`src/rtl/cla_subtractor_seq.sv`:
```
// cla_subtractor_seq: nibble-serial lookahead-borrow subtractor with valid/ready handshakes.
// Define SUB_OVERFLOW_EN to add the signed overflow output.
module cla_subtractor_seq #(
    parameter int WIDTH = 16
) (
    input  logic             clk,
    input  logic             rst_n,
    input  logic             in_valid,
    output logic             in_ready,
    input  logic [WIDTH-1:0] a,
    input  logic [WIDTH-1:0] b,
    input  logic             bin,
    output logic             out_valid,
    input  logic             out_ready,
    output logic [WIDTH-1:0] diff,
    output logic             bout
`ifdef SUB_OVERFLOW_EN
    ,
    output logic             overflow
`endif
);
    localparam int NS = WIDTH / 4;
    localparam int IW = (NS > 1) ? $clog2(NS) : 1;

    if (WIDTH < 4 || WIDTH % 4 != 0) begin : g_bad_width
        $error("WIDTH must be a positive multiple of 4");
    end

    typedef enum logic [1:0] {IDLE, RUN, DONE} state_t;

    state_t           state_q, state_d;
    logic [WIDTH-1:0] a_q, a_d, b_q, b_d, diff_q, diff_d;
    logic [IW-1:0]    idx_q, idx_d;
    logic             borrow_q, borrow_d, bout_q, bout_d;
    logic [3:0]       a_s, nb_s, p, g;
    logic [4:0]       c;
    logic             last;
`ifdef SUB_OVERFLOW_EN
    logic             ovf_q, ovf_d;
`endif

    // Subtraction as a + ~b + ~borrow: carry-in of each slice is the inverted borrow.
    always_comb begin
        a_s  = '0;
        nb_s = '0;
        for (int k = 0; k < NS; k++) begin
            if (idx_q == IW'(k)) begin
                a_s  = a_q[4*k +: 4];
                nb_s = ~b_q[4*k +: 4];
            end
        end
        p    = a_s ^ nb_s;
        g    = a_s & nb_s;
        c[0] = ~borrow_q;
        c[1] = g[0] | (p[0] & c[0]);
        c[2] = g[1] | (p[1] & g[0]) | (p[1] & p[0] & c[0]);
        c[3] = g[2] | (p[2] & g[1]) | (p[2] & p[1] & g[0]) | (p[2] & p[1] & p[0] & c[0]);
        c[4] = g[3] | (p[3] & g[2]) | (p[3] & p[2] & g[1]) | (p[3] & p[2] & p[1] & g[0])
             | (p[3] & p[2] & p[1] & p[0] & c[0]);
        last = idx_q == IW'(NS - 1);
    end

    always_comb begin
        state_d  = state_q;
        a_d      = a_q;
        b_d      = b_q;
        diff_d   = diff_q;
        idx_d    = idx_q;
        borrow_d = borrow_q;
        bout_d   = bout_q;
`ifdef SUB_OVERFLOW_EN
        ovf_d    = ovf_q;
`endif
        case (state_q)
            IDLE: begin
                if (in_valid) begin
                    a_d      = a;
                    b_d      = b;
                    borrow_d = bin;
                    idx_d    = '0;
                    state_d  = RUN;
                end
            end
            RUN: begin
                for (int k = 0; k < NS; k++)
                    if (idx_q == IW'(k)) diff_d[4*k +: 4] = p ^ c[3:0];
                borrow_d = ~c[4];
                idx_d    = last ? '0 : idx_q + 1'b1;
                if (last) begin
                    bout_d  = ~c[4];
                    state_d = DONE;
`ifdef SUB_OVERFLOW_EN
                    ovf_d   = (a_q[WIDTH-1] != b_q[WIDTH-1]) & (diff_d[WIDTH-1] != a_q[WIDTH-1]);
`endif
                end
            end
            DONE:    state_d = out_ready ? IDLE : DONE;
            default: state_d = IDLE;
        endcase
    end

    always_ff @(posedge clk or negedge rst_n) begin
        if (!rst_n) begin
            state_q  <= IDLE;
            a_q      <= '0;
            b_q      <= '0;
            diff_q   <= '0;
            idx_q    <= '0;
            borrow_q <= 1'b0;
            bout_q   <= 1'b0;
`ifdef SUB_OVERFLOW_EN
            ovf_q    <= 1'b0;
`endif
        end else begin
            state_q  <= state_d;
            a_q      <= a_d;
            b_q      <= b_d;
            diff_q   <= diff_d;
            idx_q    <= idx_d;
            borrow_q <= borrow_d;
            bout_q   <= bout_d;
`ifdef SUB_OVERFLOW_EN
            ovf_q    <= ovf_d;
`endif
        end
    end

    assign in_ready  = state_q == IDLE;
    assign out_valid = state_q == DONE;
    assign diff      = diff_q;
    assign bout      = bout_q;
`ifdef SUB_OVERFLOW_EN
    assign overflow  = ovf_q;
`endif

endmodule

```
`config.mk`:
```
export PLATFORM = sky130hd
export DESIGN_NAME = cla_subtractor_seq
export DESIGN_NICKNAME = d
export VERILOG_FILES = /design/src/rtl/cla_subtractor_seq.sv
export SDC_FILE = /design/constraint.sdc
export NUM_CORES = 1
export LEC_CHECK = 0
export ABC_CLOCK_PERIOD_IN_PS = 7400
export BUFFER_PORTS_ARGS = -buffer_cell sky130_fd_sc_hd__clkbuf_2
export CAP_MARGIN = 25
export CORE_MARGIN = 2
export CORE_UTILIZATION = 58
export DETAILED_ROUTE_END_ITERATION = 7
export PLACE_DENSITY = 0.95
export SYNTH_ARGS = -nofsm -noshare
export SYNTH_HDL_FRONTEND = slang
export SYNTH_SLANG_ARGS = --single-unit
```
`constraint.sdc`:
```
create_clock -name clk -period 7.4 [get_ports clk]
set_clock_uncertainty 0.1 [all_clocks]
set_input_delay 0.74 -clock clk [delete_from_list [all_inputs] [get_ports clk]]
set_output_delay 0.74 -clock clk [all_outputs]
set_load 0.01 [all_outputs]
```
Word level (Yosys, flattened, before mapping)
Index checks and enable logic that the tools add are counted.
- multiplexer cells: 17
- add/subtract/negate cells: 1
- divide/modulo/power cells: 0
- shift operators: 0
- bitwise logic cells: 35
- multiply operators: 0
- magnitude comparators: 0
- reduce and logical (&&, ||, !) cells: 10
- equal/unequal tests: 7
- operators with widths (operator ; count):
    4-bit 2-to-1 mux ; 8
    1-bit bitwise AND ; 16
    4-bit NOT ; 4
    2-bit AND reduction ; 7
    2-bit 2-to-1 mux ; 5
    1-bit bitwise OR ; 10
    4-bit bitwise XOR ; 2
    2-bit == test, second input constant ; 3
    2-bit case mux with 3 select lines ; 1
    4-bit bitwise AND ; 1
    2-bit by 1-bit == test with 1-bit output, second input constant ; 2
    2-bit logical NOT ; 2
    2-bit inequality test, second input constant ; 2
    2-bit case mux with 2 select lines ; 1
    2-bit by 1-bit adder with 2-bit output, second input constant ; 1
    1-bit NOT ; 2
    1-bit case mux with 2 select lines ; 1
    2-bit nonzero test ; 1
    1-bit 2-to-1 mux ; 1
- ROM bits: 0
- register bits after elaboration: 54
- bits in latches: 0
- memories: 0
- input port bits: 37
- word-level logic and storage cells: 80
- bits in writable memories: 0
- output and inout bits: 19

Logic depth before layout (Yosys ltp)
Gate-level depths: netlist of the first run.
- depth in word-level cells: 13
- mapped depth: 13
- depth with buffers taken out: 11

Least setup slack after synthesis of the first run
Ideal clock, no wire load.
- path type: register -> register
- from: reg idx_q[0]
- to: reg diff_q[11], in the netlist diff[11]
- library setup time: 0.134 ns
- slack: 4.667 ns
- period minus slack after synthesis: 2.733 ns
- stages on the path, launching flop included: 13
- required time: 7.166 ns
- arrival: 2.499 ns
- path buffers: 2
- cell sequence: dfrtp_1 > inv_1 > ha_1 > clkbuf_1 > clkbuf_1 > a21oi_1 > a21oi_1 > o21ai_0 > ha_1 > or2_2 > o311a_1 > nor3_1 > o31ai_1
- longest elaborated chain between the ends: 11
- elaborated cells between the ends (all ways): 24
- classes of those cells: eq/ne (3); mux (8); bitwise (11); reduce/logical (2)
- RTL lines (what ; RTL line ; source):
    start, declared ; 33 ; logic [IW-1:0] idx_q, idx_d;
    start signal, assigned ; 119 ; idx_q <= idx_d;
    2-bit logical NOT ; 47 ; if (idx_q == IW'(k)) begin
    4-bit 2-to-1 mux (4 in series) ; 47 ;
    4-bit bitwise XOR or 4-bit bitwise AND (tied branches) ; 52, 53 ;
    1-bit bitwise AND ; 57 ; c[3] = g[2] | (p[2] & g[1]) | (p[2] & p[1] & g[0]) | (p[2] & p[1] & p[0] & c[0]);
    1-bit bitwise OR or 1-bit bitwise AND (tied branches) (2 in series) ; 57 ;
    1-bit bitwise OR ; 57 ;
    4-bit bitwise XOR ; 86 ; if (idx_q == IW'(k)) diff_d[4*k +: 4] = p ^ c[3:0];
    end signal, assigned ; 118 ; diff_q <= diff_d;
    end, declared ; 32 ; logic [WIDTH-1:0] a_q, a_d, b_q, b_d, diff_q, diff_d;
Several ways; a longest one is shown, not always the timed one.
A chain may end at the register's enable or synchronous reset.

Worst setup path after layout of the first run
- from: reg idx_q[1]
- to: reg diff_q[7], in the netlist diff[7]
Same word-level chain as after synthesis.

==> impl_metrics.py, run 1 <==
metrics = {
    "timing": {
        "drv_slew": 0,
        "min_period_ns": 3.19,
        "fin_tns_setup_ns": 0,
        "rsz0062_at_grt": "no",
        "fin_crit_sh_pct": 43.2,
        "max_freq_mhz": 313,
        "max_slew.worst_pin.slew_ns": 0.672,
        "timing.final.hold_violations": 0,
        "relSlewSlack_pct": 55.2,
        "finalSetupViolations": 0,
    },
    "routing": {
        "num_vias": 1885,
        "first_iter_violations": 151,
        "drtPass1Iterations": 4,
        "totalWireLength_mm": 5.18,
        "route.detailed.drc": 0,
        "wire_per_inst_um": 15.5,
        "viasPerCell": 5.63,
        "ant_nets": 0,
    },
    "grt": {
        "grt_overflow": 0,
        "antenna_found_initial": 0,
        "grt_pass1_wl_mm": 9.03,
        "grt_use_total_pct": 23.4,
        "grt.met3_usage_pct": 4.04,
        "grt_max_degree": 55,
        "busiest_layer": "met2",
        "use_met2_pct": 38.1,
        "grtUsageMet1_pct": 31.1,
        "first_global_vias": 1894,
    },
    "critical_path": {
        "crit_path_end_kind": "flop",
        "slowest_delay_ns": 0.50,
        "worstPathCellList": "inv_1, ha_1, nor2_1, a221oi_1, a211o_1, o21ai_0, ha_1, or2_2, o311a_1, nor3_1, o31ai_1",
        "critPathSlowestCell": "ha_1",
        "worst_ep_arrival_time_ns": 3.28,
        "worst_r2r_path_depth": 11,
        "path_class": "reg2reg",
        "cp_top_family": "simple AND/OR/NAND/NOR gates",
        "cp.required_ns": 7.49,
        "r2r_end": "diff[7]",
        "path_buf_inv": 1,
        "r2r_start": "idx_q[1]",
        "cp-start-kind": "flop",
        "cp_max_fo": 16,
        "critical_path.most_common_cell": "ha_1",
        "rrSetupSlack_ns": 4.21,
    },
    "place": {
        "dp_hpwl_mm": 3.71,
        "gp_congestion": 0.781,
        "place_inst": 327,
        "io_buffers": 55,
    },
    "clock_tree": {
        "cts_setup_buffers": 0,
        "cts_tree": "built",
        "clk_pin_slew_ns": 0.10,
        "htreeDepth": 2,
        "cts_made_buffers": 5,
        "cts_resized": 0,
        "tritoncts_num_sinks": 54,
        "clock_latency_ns": 0.30,
        "clock_path_buffers": 2,
        "ctsHoldBuffers": 0,
        "cts_root_buffer": "clkbuf_8",
    },
    "yosys": {
        "yosysWarnings": 0,
        "synth-seq-area-share_pct": 53.1,
        "ys_ff_latch": 54,
        "synth_nets": 276,
        "synthDistinctLibCells": 34,
        "synth_area_per_cell_um2": 11.1,
        "syn_inst": 230,
        "syn_area_mm2": 0.00254,
    },
    "outcome": {
        "outcome": "finished, final reports clean",
    },
    "power": {
        "powerDensity_mw_per_mm2": 520,
        "max-vdd-ir-drop_mv": 0.276,
        "leakage_nw": 1.41,
    },
    "layout": {
        "syn2layout_area_growth_pct": 15.2,
        "fill_cells": 315,
        "mostFrequentLayoutCells": "55 x clkbuf_2, 54 x dfrtp_1, 35 x nand2_1",
        "fin_nets": 328,
        "drive_gt1_share_pct": 32.9,
        "instances_no_fill": 335,
        "final_common_cell": "clkbuf_2",
        "diodes": 0,
    },
    "floorplanning": {
        "rows": 24,
        "fp.dieW_um": 70.2,
        "dieArea_mm2": 0.00493,
        "io_pins": 56,
        "die_h_um": 70.2,
        "core_mm2": 0.00429,
        "initial_core_util_pct": 59.2,
    },
    "min_path": {
        "hold_path.class": "reg2reg",
        "whs_endpoint": "diff[5]",
        "min_delay_path_depth": 2,
        "min-delay-start": "diff[5]",
    },
    "run": {
        "maxCapViolations": 0,
    },
}
==> registers in the layout (all words and copies together), names as in the netlist <==
name      cells
bout          1
b_q          16
state_q       2
diff         16
a_q          16
borrow_q      1
idx_q         2
==> final cells by class <==
type | count | area [um2] | share of cell area, %
timing repair buffer | 57 | 290 | 9.91
sequential | 54 | 1350 | 46.1
multi-input combinational | 153 | 1070 | 36.6
tap | 52 | 65.1 | 2.22
clock inverter | 2 | 37.5 | 1.28
inverter | 11 | 41.3 | 1.41
clock buffer | 6 | 72.6 | 2.48
==> cells in the mapped netlist <==
master / n / area [um2]
o21bai_1: 1 / 7.51
nor3_1: 1 / 5.00
a22oi_1: 1 / 7.51
o221ai_1: 1 / 8.76
fa_1: 1 / 20.0
buf_4: 1 / 7.51
buf_6: 4 / 45.0
nand3b_1: 3 / 22.5
a211o_1: 2 / 17.5
mux2_1: 1 / 11.3
nand2b_1: 4 / 25.0
ha_1: 8 / 100
a22o_1: 1 / 8.76
or2_2: 1 / 6.26
dfrtp_1: 54 / 1350
a221oi_1: 3 / 26.3
nor3_4: 1 / 16.3
o311a_1: 1 / 10.0
a21oi_1: 11 / 55.1
o21ai_0: 26 / 130
mux2_2: 27 / 304
o2111ai_1: 1 / 8.76
nand3_1: 2 / 10.0
clkbuf_1: 6 / 22.5
o21a_1: 1 / 7.51
inv_1: 11 / 41.3
nor2b_1: 2 / 12.5
o31ai_1: 7 / 52.6
nor2_1: 6 / 22.5
mux2i_1: 2 / 20.0
and2_1: 1 / 6.26
xor2_1: 2 / 17.5
nand2_1: 35 / 131
buf_2: 1 / 5.00
==> report_power, final <==
group / switching [W] / internal, W / total, W
clock: 0.0000942 / 0.000101 / 0.000195
sequential: 0.0000975 / 0.000446 / 0.000543
combinational: 0.000451 / 0.000334 / 0.000785
total: 0.000643 / 0.000881 / 0.00152
==> cell families after synthesis <==
kind of cell             count (synthesis)  share of synthesized area (%)
AND/OR/NAND/NOR                         56                           10.1
AO/OA/AOI/OAI                           56                           13.4
flip-flops                              54                           53.1
buffers and inverters                   23                           4.77
XOR/XNOR                                 2                          0.689
multiplexers                            30                           13.2
adder cells (fa/ha/maj)                  9                           4.72
==> worst min-delay path: cells and delay by family, from the launching register on <==
kind,cells,cell delay [ns]
AO/OA/AOI/OAI,1,0.06
AND/OR/NAND/NOR,1,0.05
flip-flops,1,0.36
==> routing by layer <==
| metal | vias to the layer above | share of wire [%] |
|---|---|---|
| met5 | - | 0 |
| met1 | 897 | 43 |
| met4 | 0 | 2.0 |
| met3 | 10 | 5.6 |
| li1 | 903 | - |
| met2 | 75 | 49 |
==> worst max-delay path by stage <==
| stage | end | cells after the start | from |
|---|---|---|---|
| after floorplan | diff[11] | 12 | idx_q[0] |
| after global placement | diff[7] | 11 | idx_q[1] |
| after detailed placement | diff[7] | 11 | idx_q[1] |
| after CTS | diff[7] | 11 | idx_q[1] |
| after global routing | diff[7] | 11 | idx_q[0] |
| final | diff[7] | 11 | idx_q[1] |
==> stage by stage <==
step | utilization (%) | area, um2 | hold WS, ns | setup slack, ns | power, W
floorplan | - | 2540 | 0.344 | 4.67 | 0.00111
global placement | 65.6 | 2820 | 0.360 | 4.50 | 0.00127
detailed placement | 65.6 | 2820 | 0.374 | 4.32 | 0.00132
CTS | 68.2 | 2930 | 0.394 | 4.29 | 0.00152
global route | 68.2 | 2930 | 0.421 | 3.97 | 0.00166
finish | 68.2 | 2930 | 0.392 | 4.21 | 0.00152
No activity file was read; power rests on OpenSTA's default activity.
==> run 2, diff against run 1 <==
==> config.mk (replaced) <==
export PLATFORM = sky130hd
export DESIGN_NAME = cla_subtractor_seq
export DESIGN_NICKNAME = d
export VERILOG_FILES = /design/src/rtl/cla_subtractor_seq.sv
export SDC_FILE = /design/constraint.sdc
export NUM_CORES = 1
export LEC_CHECK = 0
export ABC_CLOCK_PERIOD_IN_PS = 2800
export BUFFER_PORTS_ARGS = -buffer_cell sky130_fd_sc_hd__clkbuf_2
export CAP_MARGIN = 25
export CORE_MARGIN = 2
export CORE_UTILIZATION = 48
export DETAILED_ROUTE_END_ITERATION = 7
export PLACE_DENSITY = 0.86
export SYNTH_ARGS = -nofsm -noshare
export SYNTH_HDL_FRONTEND = slang
export SYNTH_SLANG_ARGS = --single-unit
==> constraint.sdc (replaced) <==
create_clock -name clk -period 2.8 [get_ports clk]
set_clock_uncertainty 0.1 [all_clocks]
set_input_delay 0.28 -clock clk [delete_from_list [all_inputs] [get_ports clk]]
set_output_delay 0.28 -clock clk [all_outputs]
set_load 0.01 [all_outputs]
==> run 2 against run 1 <==
Compared with the run above:
- sequential power grew to 2.7 times the previous value
- cell count grew 9.9%
- first-iteration DRC count is 11% higher
- setup slack worse by 4.1 ns
- critical path type unchanged
- critical endpoint is now diff[11]
==> impl_metrics.py, run 2 (synthesis gave the netlist of run 1 again) <==
metrics = {
    "grt": {
        "grt_max_degree": 55,
        "grt_pass1_wl_mm": 8.83,
        "first_global_vias": 1911,
        "antenna_found_initial": 0,
        "grt_use_total_pct": 18.7,
        "grt_overflow": 0,
    },
    "place": {
        "place_ws_ns": -0.0508,
        "gp_congestion": 0.823,
        "io_buffers": 55,
        "dp_hpwl_mm": 3.88,
    },
    "critical_path": {
        "r2r_start": "idx_q[1]",
        "crit_path_end_kind": "flop",
        "cp-start-kind": "flop",
        "rrSetupSlack_ns": 0.06,
        "worst_ep_arrival_time_ns": 2.86,
        "r2r_end": "diff[11]",
        "path_class": "reg2reg",
        "worst_r2r_path_depth": 11,
        "cp_max_fo": 5,
        "cp.required_ns": 2.92,
    },
    "floorplanning": {
        "initial_core_util_pct": 49.8,
        "rows": 26,
        "die_h_um": 76.8,
        "io_pins": 56,
        "fp.dieW_um": 76.8,
        "core_mm2": 0.00511,
        "dieArea_mm2": 0.00590,
    },
    "routing": {
        "ant_nets": 0,
        "drtPass1Iterations": 4,
        "num_vias": 1926,
        "viasPerCell": 5.23,
        "wire_per_inst_um": 14.5,
        "totalWireLength_mm": 5.35,
        "route.detailed.drc": 0,
        "first_iter_violations": 168,
    },
    "run": {
        "maxCapViolations": 0,
    },
    "power": {
        "max-vdd-ir-drop_mv": 0.636,
        "power_w": 0.00438,
        "powerDensity_mw_per_mm2": 1390,
        "leakage_nw": 1.48,
    },
    "outcome": {
        "outcome": "finished, final reports clean",
    },
    "clock_tree": {
        "clock_path_buffers": 2,
        "htreeDepth": 2,
        "clock_latency_ns": 0.31,
        "tritoncts_num_sinks": 54,
        "cts_root_buffer": "clkbuf_8",
        "cts_tree": "built",
        "clk_pin_slew_ns": 0.10,
        "cts_made_buffers": 5,
    },
    "timing": {
        "max_freq_mhz": 365,
        "min_period_ns": 2.74,
        "max_slew.worst_pin.slew_ns": 0.652,
        "drv_slew": 0,
        "rsz0062_at_grt": "yes",
        "fin_crit_sh_pct": 97.9,
        "layout_setup_ws_ns": 0.0594,
        "finalSetupViolations": 0,
        "timing.final.hold_violations": 0,
        "relSlewSlack_pct": 56.5,
    },
    "layout": {
        "fin_nets": 343,
        "drive_gt1_share_pct": 40.6,
        "diodes": 0,
        "syn2layout_area_growth_pct": 23.5,
        "final_common_cell": "clkbuf_2",
        "post-route-util_pct": 61.5,
        "mostFrequentLayoutCells": "55 x clkbuf_2, 53 x dfrtp_1, 35 x nand2_1",
    },
    "min_path": {
        "whs_endpoint": "state_q[1]",
        "hold_path.class": "in2reg",
        "min-delay-start": "out_ready",
        "min_delay_path_depth": 2,
    },
}
-- run 2: cell count changes in the layout (fill, tap and decap cells not counted), moves of 2 or more --
cell     delta
o31ai_1     -3
o31ai_2     +3
o21ai_1     +2
ha_4        +3
buf_4      +13
o21ai_0     -2
ha_1        -4
-- run 2: report_power, final --
group          internal, W  switching (W)
clock network     0.000181       0.000258
registers          0.00118       0.000257
logic              0.00117        0.00133
total              0.00253        0.00185
-- run 2: through the flow --
stage / instances / hold slack (ns) / cell area (um2) / TNS (ns)
6_report: 368 / 0.0750 / 3140 / 0
2_1_floorplan: 230 / -0.116 / 2540 / 0
3_5_place_dp: 355 / 0.336 / 2930 / -0.0867
4_1_cts: 365 / 0.0785 / 3060 / 0
5_1_grt: 368 / 0.0768 / 3140 / -0.201
3_3_place_gp: 355 / 0.336 / 2930 / 0
-- run 2: area by class of cell --
class,count,area [um2]
Inverter,11,41.3
Tap cell,70,87.6
Clock buffer,5,68.8
Fill cell,428,1970
Timing Repair Buffer,72,418
Sequential cell,54,1350
Multi-Input combinational cell,153,1150
Clock inverter,3,25.0
-- run 2: worst max path at each step --
stage | start | end | slack [ns] | depth (start not counted)
finish | idx_q[1] | diff[11] | 0.06 | 11
global placement | idx_q[0] | diff[7] | 0.09 | 10
floorplan | idx_q[0] | diff[11] | 0.07 | 12
CTS | idx_q[1] | diff[3] | 0.001 | 12
global route | idx_q[1] | diff[11] | -0.06 | 11
detailed placement | idx_q[1] | diff[3] | -0.05 | 12
-- run 2: layer usage --
layer / up-vias / routed length, um / global-route usage, %
met5: - / 0 / 0
met4: 0 / 127 / 6.00
met3: 14 / 365 / 4.24
met2: 67 / 2600 / 29.5
met1: 914 / 2250 / 25.6
li1: 931 / - / -
-- run 2: critical path, stage by stage, from the launching register on --
cell      delay, ns
dfrtp_1        0.41
inv_2          0.09
ha_4           0.19
buf_4          0.15
nor2_1         0.13
a221oi_1       0.10
o31ai_1        0.27
ha_1           0.28
nor2b_1        0.15
o311a_1        0.33
o21a_4         0.23
o31ai_2        0.23
-- run 2: what timing repair did --
action	4_1_cts	5_1_grt
gates resized for setup	4	15
pin swaps	0	3
cloned	0	0
hold buffers	1	0
setup endpoints to repair	4	13
buffers inserted	1	3
endpoints found under the hold margin	9	0
==> run 3, diff against run 2 <==
--- a/config.mk
+++ b/config.mk
@@ -11,7 +11,7 @@
 export CORE_MARGIN = 2
 export CORE_UTILIZATION = 48
 export DETAILED_ROUTE_END_ITERATION = 7
-export PLACE_DENSITY = 0.86
+export PLACE_DENSITY = 0.73
 export SYNTH_ARGS = -nofsm -noshare
 export SYNTH_HDL_FRONTEND = slang
 export SYNTH_SLANG_ARGS = --single-unit
==> run 3 against run 2 <==
Compared with the run above:
- core utilization increased by 0.15 points
- register-to-register slack barely moved
- global-route usage decreased by 0.59 points
- combinational power about the same
- fmax is 0.11% lower
- first-iteration DRC count shrank 57%
- hold slack got worse by 0.034 ns
- design area is 0.24% higher
- total power decreased by 0.81%
- non-clock buffer count is the same
- critical path type unchanged
- highest routed layer unchanged
==> impl_metrics.py, run 3 (synthesis gave the netlist of run 1 again) <==
metrics = {
    "outcome": {
        "outcome": "finished, final reports clean",
    },
    "floorplanning": {
        "rows": 26,
        "io_pins": 56,
        "fp.dieW_um": 76.8,
        "die_h_um": 76.8,
        "dieArea_mm2": 0.00590,
        "initial_core_util_pct": 49.8,
        "core_mm2": 0.00511,
    },
    "layout": {
        "diodes": 0,
        "syn2layout_area_growth_pct": 23.8,
        "mostFrequentLayoutCells": "55 x clkbuf_2, 54 x dfrtp_1, 35 x nand2_1",
        "drive_gt1_share_pct": 39.9,
        "post-route-util_pct": 61.7,
        "final_common_cell": "clkbuf_2",
        "fin_nets": 343,
    },
    "routing": {
        "route.detailed.drc": 0,
        "first_iter_violations": 73,
        "totalWireLength_mm": 5.16,
        "wire_per_inst_um": 14.0,
        "num_vias": 1878,
        "ant_nets": 0,
        "drtPass1Iterations": 4,
        "viasPerCell": 5.10,
    },
    "grt": {
        "first_global_vias": 1847,
        "grt_max_degree": 31,
        "antenna_found_initial": 0,
        "grt_use_total_pct": 18.1,
        "grt_pass1_wl_mm": 8.54,
        "grt_overflow": 0,
    },
    "timing": {
        "finalSetupViolations": 0,
        "max_freq_mhz": 364,
        "fin_crit_sh_pct": 98.0,
        "max_slew.worst_pin.slew_ns": 0.709,
        "timing.final.hold_violations": 0,
        "relSlewSlack_pct": 52.7,
        "fin_tns_setup_ns": 0,
        "min_period_ns": 2.74,
        "drv_slew": 0,
    },
    "clock_tree": {
        "htreeDepth": 2,
        "clock_path_buffers": 2,
        "clk_pin_slew_ns": 0.09,
        "cts_made_buffers": 5,
        "clock_latency_ns": 0.31,
        "cts_root_buffer": "clkbuf_8",
        "cts_tree": "built",
        "tritoncts_num_sinks": 54,
    },
    "critical_path": {
        "cp_max_fo": 6,
        "crit_path_end_kind": "flop",
        "worst_r2r_path_depth": 11,
        "cp.required_ns": 2.92,
        "worst_ep_arrival_time_ns": 2.86,
        "path_class": "reg2reg",
        "cp-start-kind": "flop",
    },
    "run": {
        "maxCapViolations": 0,
    },
    "place": {
        "gp_congestion": 0.822,
        "io_buffers": 55,
        "dp_hpwl_mm": 3.92,
    },
    "power": {
        "max-vdd-ir-drop_mv": 0.649,
        "leakage_nw": 1.49,
        "power_w": 0.00434,
        "powerDensity_mw_per_mm2": 1380,
    },
    "min_path": {
        "hold_path.class": "in2reg",
        "min_delay_path_depth": 2,
    },
}
[run 3: where the power goes]
part	internal, W	switching, W	leakage (nW)	total [W]
clock	0.000200	0.000237	0.0482	0.000437
combinational	0.00119	0.00128	0.790	0.00247
sequential	0.00118	0.000258	0.652	0.00144
[run 3: worst paths after layout]
check	start	to	slack, ns
min reg2reg	diff[4]	diff[4]	0.38
max reg2reg	idx_q[1]	diff[15]	0.06
min	out_ready	state_q[1]	0.04
max	idx_q[1]	diff[15]	0.06
min in group asynchronous	rst_n	diff[2]	0.44
max in group asynchronous	rst_n	b_q[10]	1.57
[run 3: per-layer routing]
metal  routed length, um  GRT usage [%]  up-vias
met1                2420           25.2      881
met5                   0              0        -
met4                 110           7.64        0
met2                2420           28.3       50
met3                 204           2.59       13
li1                    -              -      934
[run 3: worst max-delay path, cell delays in order, from the launching register on]
cell      delay, ns
dfrtp_1        0.39
inv_2          0.08
ha_4           0.18
buf_4          0.15
a221oi_2       0.26
a211o_1        0.15
o21ai_0        0.08
ha_1           0.34
or2_2          0.32
o311a_1        0.14
o21a_1         0.23
o31ai_1        0.23
[run 3: layout make-up]
cell class | instances | area (um2)
Clock buffer | 7 | 86.3
Clock inverter | 1 | 5.00
Fill cell | 438 | 1960
Sequential cell | 54 | 1350
Timing Repair Buffer | 72 | 422
Tap cell | 70 | 87.6
Inverter | 11 | 41.3
Multi-Input combinational cell | 153 | 1160
[run 3: stage by stage]
stage               area (um2)  hold WS [ns]  setup WS [ns]  instances
detailed placement        2930         0.265        -0.0345        355
floorplan                 2540        -0.116         0.0674        230
finish                    3150        0.0407         0.0565        368
global placement          2930         0.253         0.0990        355
CTS                       3050        0.0422        0.00332        365
global route              3150        0.0421        -0.0338        368
[run 3: timing repair]
item	4_1_cts	5_1_grt
hold buffers	1	0
resized for setup	4	15
hold endpoints to repair	27	0
pin swaps	1	9
buffers inserted	1	3
setup endpoints to repair	4	8
